[config.mk]
export PLATFORM = sky130hd
export DESIGN_NAME = gearbox_feed_arb
export DESIGN_NICKNAME = d
export VERILOG_FILES = /design/src/rtl/gearbox_feed_arb.sv
export SDC_FILE = /design/constraint.sdc
export NUM_CORES = 1
export LEC_CHECK = 0
export ABC_AREA = 1
export CELL_PAD_IN_SITES_DETAIL_PLACEMENT = 1
export CELL_PAD_IN_SITES_GLOBAL_PLACEMENT = 1
export CORE_MARGIN = 2
export CORE_UTILIZATION = 20
export DETAILED_ROUTE_END_ITERATION = 8
export HOLD_SLACK_MARGIN = 0.15
export PLACE_DENSITY = 0.89
export SYNTH_ARGS = -nofsm -noshare
export SYNTH_HDL_FRONTEND = slang
export SYNTH_SLANG_ARGS = --single-unit
[constraint.sdc]
create_clock -name clk -period 2.25 [get_ports clk]
set_clock_uncertainty 0.15 [all_clocks]
set_input_delay 0.45 -clock clk [delete_from_list [all_inputs] [get_ports clk]]
set_output_delay 0.45 -clock clk [all_outputs]
set_load 0.03 [all_outputs]
[src/rtl/gearbox_feed_arb.sv]
// gearbox_feed_arb: arbitrates a 48-bit payload source and a 48-bit marker
// source into a single gearbox feed. Every MRK_PERIOD payload words it raises
// marker_due and admits a MRK_LEN-word marker burst. The marker may only start
// on a 48-bit gearbox boundary; once started, the burst owns the feed until it
// completes.
// Optional feature: define GBX_FEED_ARB_STATS_EN to build saturating grant and
// stall counters; otherwise the stat ports are tied to zero.
module gearbox_feed_arb #(
  parameter int unsigned MRK_PERIOD = 1024,
  parameter int unsigned MRK_LEN    = 2
) (
  input  logic        clk,
  input  logic        reset_n,
  input  logic        in_enable,
  input  logic        a_req,
  input  logic [47:0] a_data,
  output logic        a_grant,
  input  logic        b_req,
  input  logic [47:0] b_data,
  output logic        b_grant,
  output logic        marker_due,
  input  logic        gb_out_idle,
  input  logic        gb_empty_save,
  output logic [47:0] gb_data,
  output logic        gb_datavalid,
  output logic [31:0] stat_a_cnt,
  output logic [31:0] stat_b_cnt,
  output logic [31:0] stat_stall_cnt
);

  typedef enum logic {S_PAY, S_MRK} state_t;

  localparam logic [2:0]  BURST_LEN = 3'(MRK_LEN);
  localparam logic [15:0] PCNT_LAST = 16'(MRK_PERIOD - 1);

  state_t      state_q, state_d;
  logic [2:0]  bcnt_q, bcnt_d;
  logic [15:0] pcnt_q, pcnt_d;
  logic        due_q, due_d;
  logic        ok;
  logic        burst_done;

  // reset_n is folded into ok so grants stay low during an asserted reset
  assign ok         = in_enable & gb_out_idle & reset_n;
  assign marker_due = due_q;

  // State, burst counter, period counter and marker request registers
  always_ff @(posedge clk or negedge reset_n) begin
    if (!reset_n) begin
      state_q <= S_PAY;
      bcnt_q  <= '0;
      pcnt_q  <= '0;
      due_q   <= 1'b0;
    end else if (in_enable) begin
      state_q <= state_d;
      bcnt_q  <= bcnt_d;
      pcnt_q  <= pcnt_d;
      due_q   <= due_d;
    end
  end

  // Grant arbitration and next-state logic
  always_comb begin
    a_grant    = 1'b0;
    b_grant    = 1'b0;
    burst_done = 1'b0;
    state_d    = state_q;
    bcnt_d     = bcnt_q;
    pcnt_d     = pcnt_q;
    due_d      = due_q;

    case (state_q)
      S_PAY: begin
        b_grant = ok & b_req & gb_empty_save;
        a_grant = ok & a_req & ~b_grant;
        if (b_grant) begin
          if (MRK_LEN > 1) begin
            state_d = S_MRK;
            bcnt_d  = 3'd1;
          end else begin
            burst_done = 1'b1;
          end
        end
      end
      S_MRK: begin
        b_grant = ok & b_req;
        if (b_grant) begin
          if (bcnt_q + 3'd1 == BURST_LEN) begin
            state_d    = S_PAY;
            bcnt_d     = '0;
            burst_done = 1'b1;
          end else begin
            bcnt_d = bcnt_q + 3'd1;
          end
        end
      end
      default: begin
        state_d = S_PAY;
        bcnt_d  = '0;
      end
    endcase

    if (burst_done) begin
      due_d = 1'b0;
    end

    if (a_grant && !due_q) begin
      if (pcnt_q == PCNT_LAST) begin
        pcnt_d = '0;
        due_d  = 1'b1;
      end else begin
        pcnt_d = pcnt_q + 16'd1;
      end
    end
  end

  // Gearbox data mux
  always_comb begin
    gb_datavalid = a_grant | b_grant;
    if (b_grant) begin
      gb_data = b_data;
    end else if (a_grant) begin
      gb_data = a_data;
    end else begin
      gb_data = '0;
    end
  end

`ifdef GBX_FEED_ARB_STATS_EN
  logic [31:0] sa_q, sb_q, ss_q;
  logic        stall;

  assign stall = (a_req | b_req) & in_enable & ~(a_grant | b_grant);

  // Saturating statistics counters
  always_ff @(posedge clk or negedge reset_n) begin
    if (!reset_n) begin
      sa_q <= '0;
      sb_q <= '0;
      ss_q <= '0;
    end else if (in_enable) begin
      if (a_grant && sa_q != '1) sa_q <= sa_q + 32'd1;
      if (b_grant && sb_q != '1) sb_q <= sb_q + 32'd1;
      if (stall   && ss_q != '1) ss_q <= ss_q + 32'd1;
    end
  end

  assign stat_a_cnt     = sa_q;
  assign stat_b_cnt     = sb_q;
  assign stat_stall_cnt = ss_q;
`else
  assign stat_a_cnt     = '0;
  assign stat_b_cnt     = '0;
  assign stat_stall_cnt = '0;
`endif

endmodule

==> run summary, run 1 <==
Status -> finished clean
Fin Setup TNS -> 0 ns
Vias -> 3,160
GPL Wtd Cong -> 0.794
CP Capture Type -> primary output
TritonCTS sink count -> 21
Hold path startpoint -> bcnt_q[2]
Total Wirelength -> 12,300 um
Placed instance area -> 0.00403 mm^2
R2r startpoint -> state_q
Final hold vios -> 0
Max cap viols -> 0
Wire per inst -> 15.4 um
Reg2reg path depth -> 10
Hpwl dp -> 7690 um
Min-delay worst type -> reg -> reg
Arr. time, crit path -> 1.64 ns
Peak supply drop -> 0.302 mV
Number of synthesized flops with an enable pin -> 0
Total power -> 1.96 mW
Most common cell in the netlist -> nand2_1
#FFs+latches synth -> 21
TritonCTS Buffers -> 3
Largest cells by area after synthesis -> nand2_1 (29%), buf_4 (27%), dfrtp_1 (20%)
Final-layout fill cell count -> 1,622
Netlist cell types -> 27
Io pins -> 251
Layout cells sized above 1 -> 0.283
FF-to-FF setup slack -> 0.53 ns
Initial drt markers -> 83
Max-slew violations -> 0
Storage element area -> 526 um^2
Core Box Area -> 0.0131 mm^2
Period utilization -> 0.994
Crit Path Class -> reg -> out
Port Buffers -> 154
Max Root-Sink Buffers -> 2
DR vias/cell -> 3.98
Clock edge transition at the registers on the reported setup and hold paths -> 0.06 ns
Register area share after synthesis -> 0.198
Final setup fails -> 0
Antenna violations before repair -> 0
Largest net degree at the start of global routing -> 21
Cells on Worst Hold Path -> 2
Async SR Flop Fraction -> 1.00
Share of the synthesized area in the top cell type -> 0.287
WP data required -> 1.65 ns
Congestion Overflow GR -> 0
Fin area -> 0.00492 mm^2
Final Util -> 0.376
P&R area growth vs syn -> 85.4%
Cell area after synthesis -> 0.00265 mm^2
Initial Util -> 0.203
Die width -> 119 um
Area of the multi-input gates -> 0.00181 mm^2
H-tree lvl count -> 1
Syn avg cell area -> 6.17 um^2
Antenna-violating nets left -> 0
Vias in the first global route -> 3,249
FP Rows -> 42
Reg2reg end -> pcnt_q[0]
Post-synth top cells -> nand2_1 (203), buf_4 (96), dfrtp_1 (21)
First-pass detailed-route iteration total -> 4
First-pass GRT wire length -> 17,800 um
Leakage Power -> 2.42 nW
Mapped Cells -> 430
Startpoint Class -> flip-flop
CTS tree -> yes
Main synth FF type -> dfrtp_1
Clock Tree Root -> clkbuf_16
Largest fanout on the critical path -> 6
Antenna fix cells -> 0
Yosys warnings -> 0
Tmin final -> 2.24 ns
Die area -> 0.0142 mm^2
Worst-Skew Late Latency -> 0.26 ns
RSZ-0062 raised after global routing -> true
Die height -> 119 um
Hold EP -> bcnt_q[2]
Post-synth top area cell -> nand2_1
DR DRC count -> 0
Fmax -> 447 MHz
Nets -> 725
Total Routing Usage GR -> 0.158
Power density cells -> 399 mW/mm^2
[worst max path at each step]
stage                     startpoint           to  slack, ns  cells past startpoint
final                        state_q  gb_data[35]       0.01                      9
after global routing         state_q  gb_data[16]      -0.05                     10
after global placement       reset_n  gb_data[43]      -0.49                      9
after CTS                      b_req  gb_data[38]      0.004                     11
after floorplan              reset_n  gb_data[38]       0.22                      7
after detailed placement     reset_n  gb_data[43]      -0.55                      9
[layer usage]
layer  GRT usage  part of all wire
met5           0                 0
met2       0.301              0.53
met3      0.0330             0.074
met4      0.0469             0.025
met1       0.174              0.37
[flip-flops by register name, indices dropped and copies added, names as in the netlist]
name        count
bcnt_q          3
marker_due      1
pcnt_q         16
state_q         1
[worst max-delay path, cell delays in order, from the launching register on]
cell and delay [ns]:
dfrtp_1 0.38, buf_4 0.15, nand2_4 0.08, nand2_4 0.07, buf_12 0.13, buf_6 0.12, buf_16 0.13, nand2_1 0.07
nand2_1 0.09, buf_6 0.15
[through the flow]
stage          std cells  hold slack [ns]  setup slack (ns)
2_1_floorplan        525          0.00441             0.219
3_3_place_gp         765            0.359            -0.487
3_5_place_dp         765            0.374            -0.548
4_1_cts              793            0.390           0.00447
5_1_grt              794            0.415           -0.0463
6_report             794            0.376            0.0143
[cells by family after synthesis]
logic type / share of synthesized area
flops: 0.198
compound gates: 0.0330
fa+ha+maj: 0.0142
xor+xnor: 0.0231
buf+inv: 0.324
simple gates: 0.406
other cells: 0.00141
[placed cells by master, fill, tap and decap left out, drive strengths merged]
master / n
nand2: 208
clkdlybuf4s50: 97
conb: 96
buf: 95
nor2: 25
dfrtp: 21
nand3: 16
inv: 15
o21ai: 12
xnor2: 6
clkbuf: 6
nand4: 5
ha: 3
nand3b: 2
o21bai: 2
dlygate4sd2: 2
nor3: 2
clkinv: 1
xor2: 1
a21boi: 1
a21oi: 1
dlygate4sd3: 1
[area by class of cell]
cell class,count,share of cell area
Multi-Input combinational cell,380,0.369
Sequential cell,21,0.107
Timing Repair Buffer,197,0.450
Clock buffer,4,0.0160
Inverter,16,0.0137
Tap cell,176,0.0448
[report_power, final]
part	switching, mW	leakage (nW)	internal [mW]
registers	0.0668	0.275	0.444
logic	0.615	2.11	0.445
clock network	0.148	0.0382	0.242
[timing repair]
action,4_1_cts,5_1_grt
hold buffers,1,0
pin swaps,21,20
buffers inserted,15,3
resized for setup,99,61
endpoints found under the setup margin,51,48
endpoints found under the hold margin,21,0
gates cloned,9,1
Note: power is estimated with default switching activity, not from simulation.
==> inputs of run 2 (changes only) <==
--- a/config.mk
+++ b/config.mk
@@ -12,7 +12,7 @@
 export CORE_UTILIZATION = 20
 export DETAILED_ROUTE_END_ITERATION = 8
 export HOLD_SLACK_MARGIN = 0.15
-export PLACE_DENSITY = 0.89
+export PLACE_DENSITY_LB_ADDON = 0.1
 export SYNTH_ARGS = -nofsm -noshare
 export SYNTH_HDL_FRONTEND = slang
 export SYNTH_SLANG_ARGS = --single-unit
==> run 2 against run 1 <==
Routed wire length fell by 6.2%; total power is 3.5% lower; fmax rose by 3.0%; first-iteration DRC count rose by 3.6%; global-route usage down 0.53 points; sequential share of layout area up 0.48 points; largest power group unchanged.
==> run summary, run 2 (synthesis results as in run 1) <==
Tmin final -> 2.17 ns
Storage element area -> 526 um^2
Vias in the first global route -> 2,930
Hold EP -> pcnt_q[1]
Reg2reg end -> pcnt_q[3]
Hpwl dp -> 8930 um
Cells on Worst Hold Path -> 2
Worst Max-Slew Pin Slew -> 0.711 ns
CP Capture Type -> primary output
Fmax -> 461 MHz
Largest register FFs -> 16
Final setup fails -> 0
Crit Path Class -> reg -> out
Antenna violations before repair -> 2
P&R area growth vs syn -> 77.5%
Io pins -> 251
Clock edge transition at the registers on the reported setup and hold paths -> 0.06 ns
R2r startpoint -> state_q
Initial drt markers -> 86
TritonCTS sink count -> 21
Die height -> 119 um
Slowest-stage cell, CP -> dfrtp_1
Peak supply drop -> 0.331 mV
Power density cells -> 402 mW/mm^2
Total Routing Usage GR -> 0.153
Arr. time, crit path -> 1.57 ns
Congestion Overflow GR -> 0
Largest fanout on the critical path -> 9
Most frequent cells in the layout -> nand2_1 (196), clkdlybuf4s50_1 (97), conb_1 (96), buf_4 (45), buf_6 (35)
Max Root-Sink Buffers -> 2
Period utilization -> 0.965
Layout cells sized above 1 -> 0.213
First-pass GRT wire length -> 17,100 um
Worst-Skew Late Latency -> 0.26 ns
CTS tree -> yes
Core Box Area -> 0.0131 mm^2
Worst hold margin -> 0.376 ns
Initial Util -> 0.203
Final-layout fill cell count -> 1,645
Crit-path max cell delay -> 0.39 ns
Final Util -> 0.360
GPL Wtd Cong -> 0.802
FF-to-FF setup slack -> 0.17 ns
FP Rows -> 42
Reg2reg path depth -> 15
Min-delay worst type -> reg -> reg
Crit path cell chain -> inv_2 -> nand2_2 -> nor2_4 -> nand2_4 -> inv_8 -> buf_12 -> buf_12 -> nand2_1 -> nand2_1 -> buf_4
RSZ-0062 raised after global routing -> false
TritonCTS Buffers -> 3
Vias -> 3,033
Startpoint Class -> flip-flop
Total Wirelength -> 11,500 um
DR DRC count -> 0
Clock Tree Root -> clkbuf_16
First-pass detailed-route iteration total -> 4
Max-slew violations -> 0
Biggest regs -> pcnt_q: 16 flops, bcnt_q: 3 flops
Relative slew margins -> 0.524
Max cap viols -> 0
Most common cell after layout, fill and taps aside -> nand2_1
Port Buffers -> 154
DR vias/cell -> 3.81
Die area -> 0.0142 mm^2
Status -> finished clean
WP data required -> 1.65 ns
Final hold vios -> 0
H-tree lvl count -> 1
Antenna-violating nets left -> 0
Die width -> 119 um
Leakage Power -> 2.39 nW
Hold path startpoint -> pcnt_q[1]
Wire per inst -> 14.4 um
Area of the multi-input gates -> 0.00171 mm^2
Largest net degree at the start of global routing -> 18
Largest Register -> pcnt_q
Antenna fix cells -> 0
Nets -> 728
[run 2: worst max path at each step]
stage | startpoint | end | slack (ns) | cells past startpoint
floorplan | reset_n | gb_data[38] | 0.22 | 7
global placement | reset_n | gb_data[47] | -0.37 | 10
detailed placement | reset_n | gb_data[9] | -0.41 | 10
CTS | gb_out_idle | gb_data[25] | -0.009 | 11
global route | state_q | gb_data[34] | 0.0008 | 10
finish | state_q | gb_data[38] | 0.08 | 10
[run 2: final cells by class]
cell class                 instances  share of cell area
inverter                          16              0.0144
sequential                        21               0.112
timing repair buffer             200               0.448
tap                              176              0.0468
clock buffer                       4              0.0167
multi-input combinational        380               0.363
[run 2: metrics by stage]
stage / cell area [um^2] / TNS (ns) / setup slack, ns / total power [mW] / instances
2_1_floorplan: 3010 / 0 / 0.219 / 1.15 / 525
3_3_place_gp: 4090 / -18.10 / -0.368 / 1.37 / 768
3_5_place_dp: 4090 / -19.50 / -0.409 / 1.38 / 768
4_1_cts: 4570 / -0.0548 / -0.00861 / 1.87 / 794
5_1_grt: 4710 / 0 / 0.000767 / 2.02 / 797
6_report: 4710 / 0 / 0.0792 / 1.89 / 797
[run 2: worst max-delay path, delay by kind of cell (launching register included)]
| kind | cells | cell delay, ns |
|---|---|---|
| simple gates | 5 | 0.38 |
| flops | 1 | 0.39 |
| buf+inv | 5 | 0.54 |
[run 2: timing repair]
item	in CTS	in global routing
pin swaps	6	12
endpoints found under the setup margin	51	52
hold buffers	2	0
endpoints found under the hold margin	21	0
gates resized for setup	50	32
buffers inserted	16	3
cloned	4	2
[run 2: metal layers]
layer	part of all wire	wire length [um]	GRT usage	vias up
met5	0.0021	24	0	-
li1	-	-	-	1509
met3	0.074	849	0.0335	11
met1	0.39	4480	0.181	1404
met2	0.53	6030	0.285	105
met4	0.0085	98	0.0231	4
[run 2: power breakdown]
group / leakage [nW] / total [mW] / switching, mW / internal (mW)
Sequential: 0.275 / 0.507 / 0.0629 / 0.444
Clock: 0.0382 / 0.396 / 0.153 / 0.242
Combinational: 2.07 / 0.989 / 0.571 / 0.418
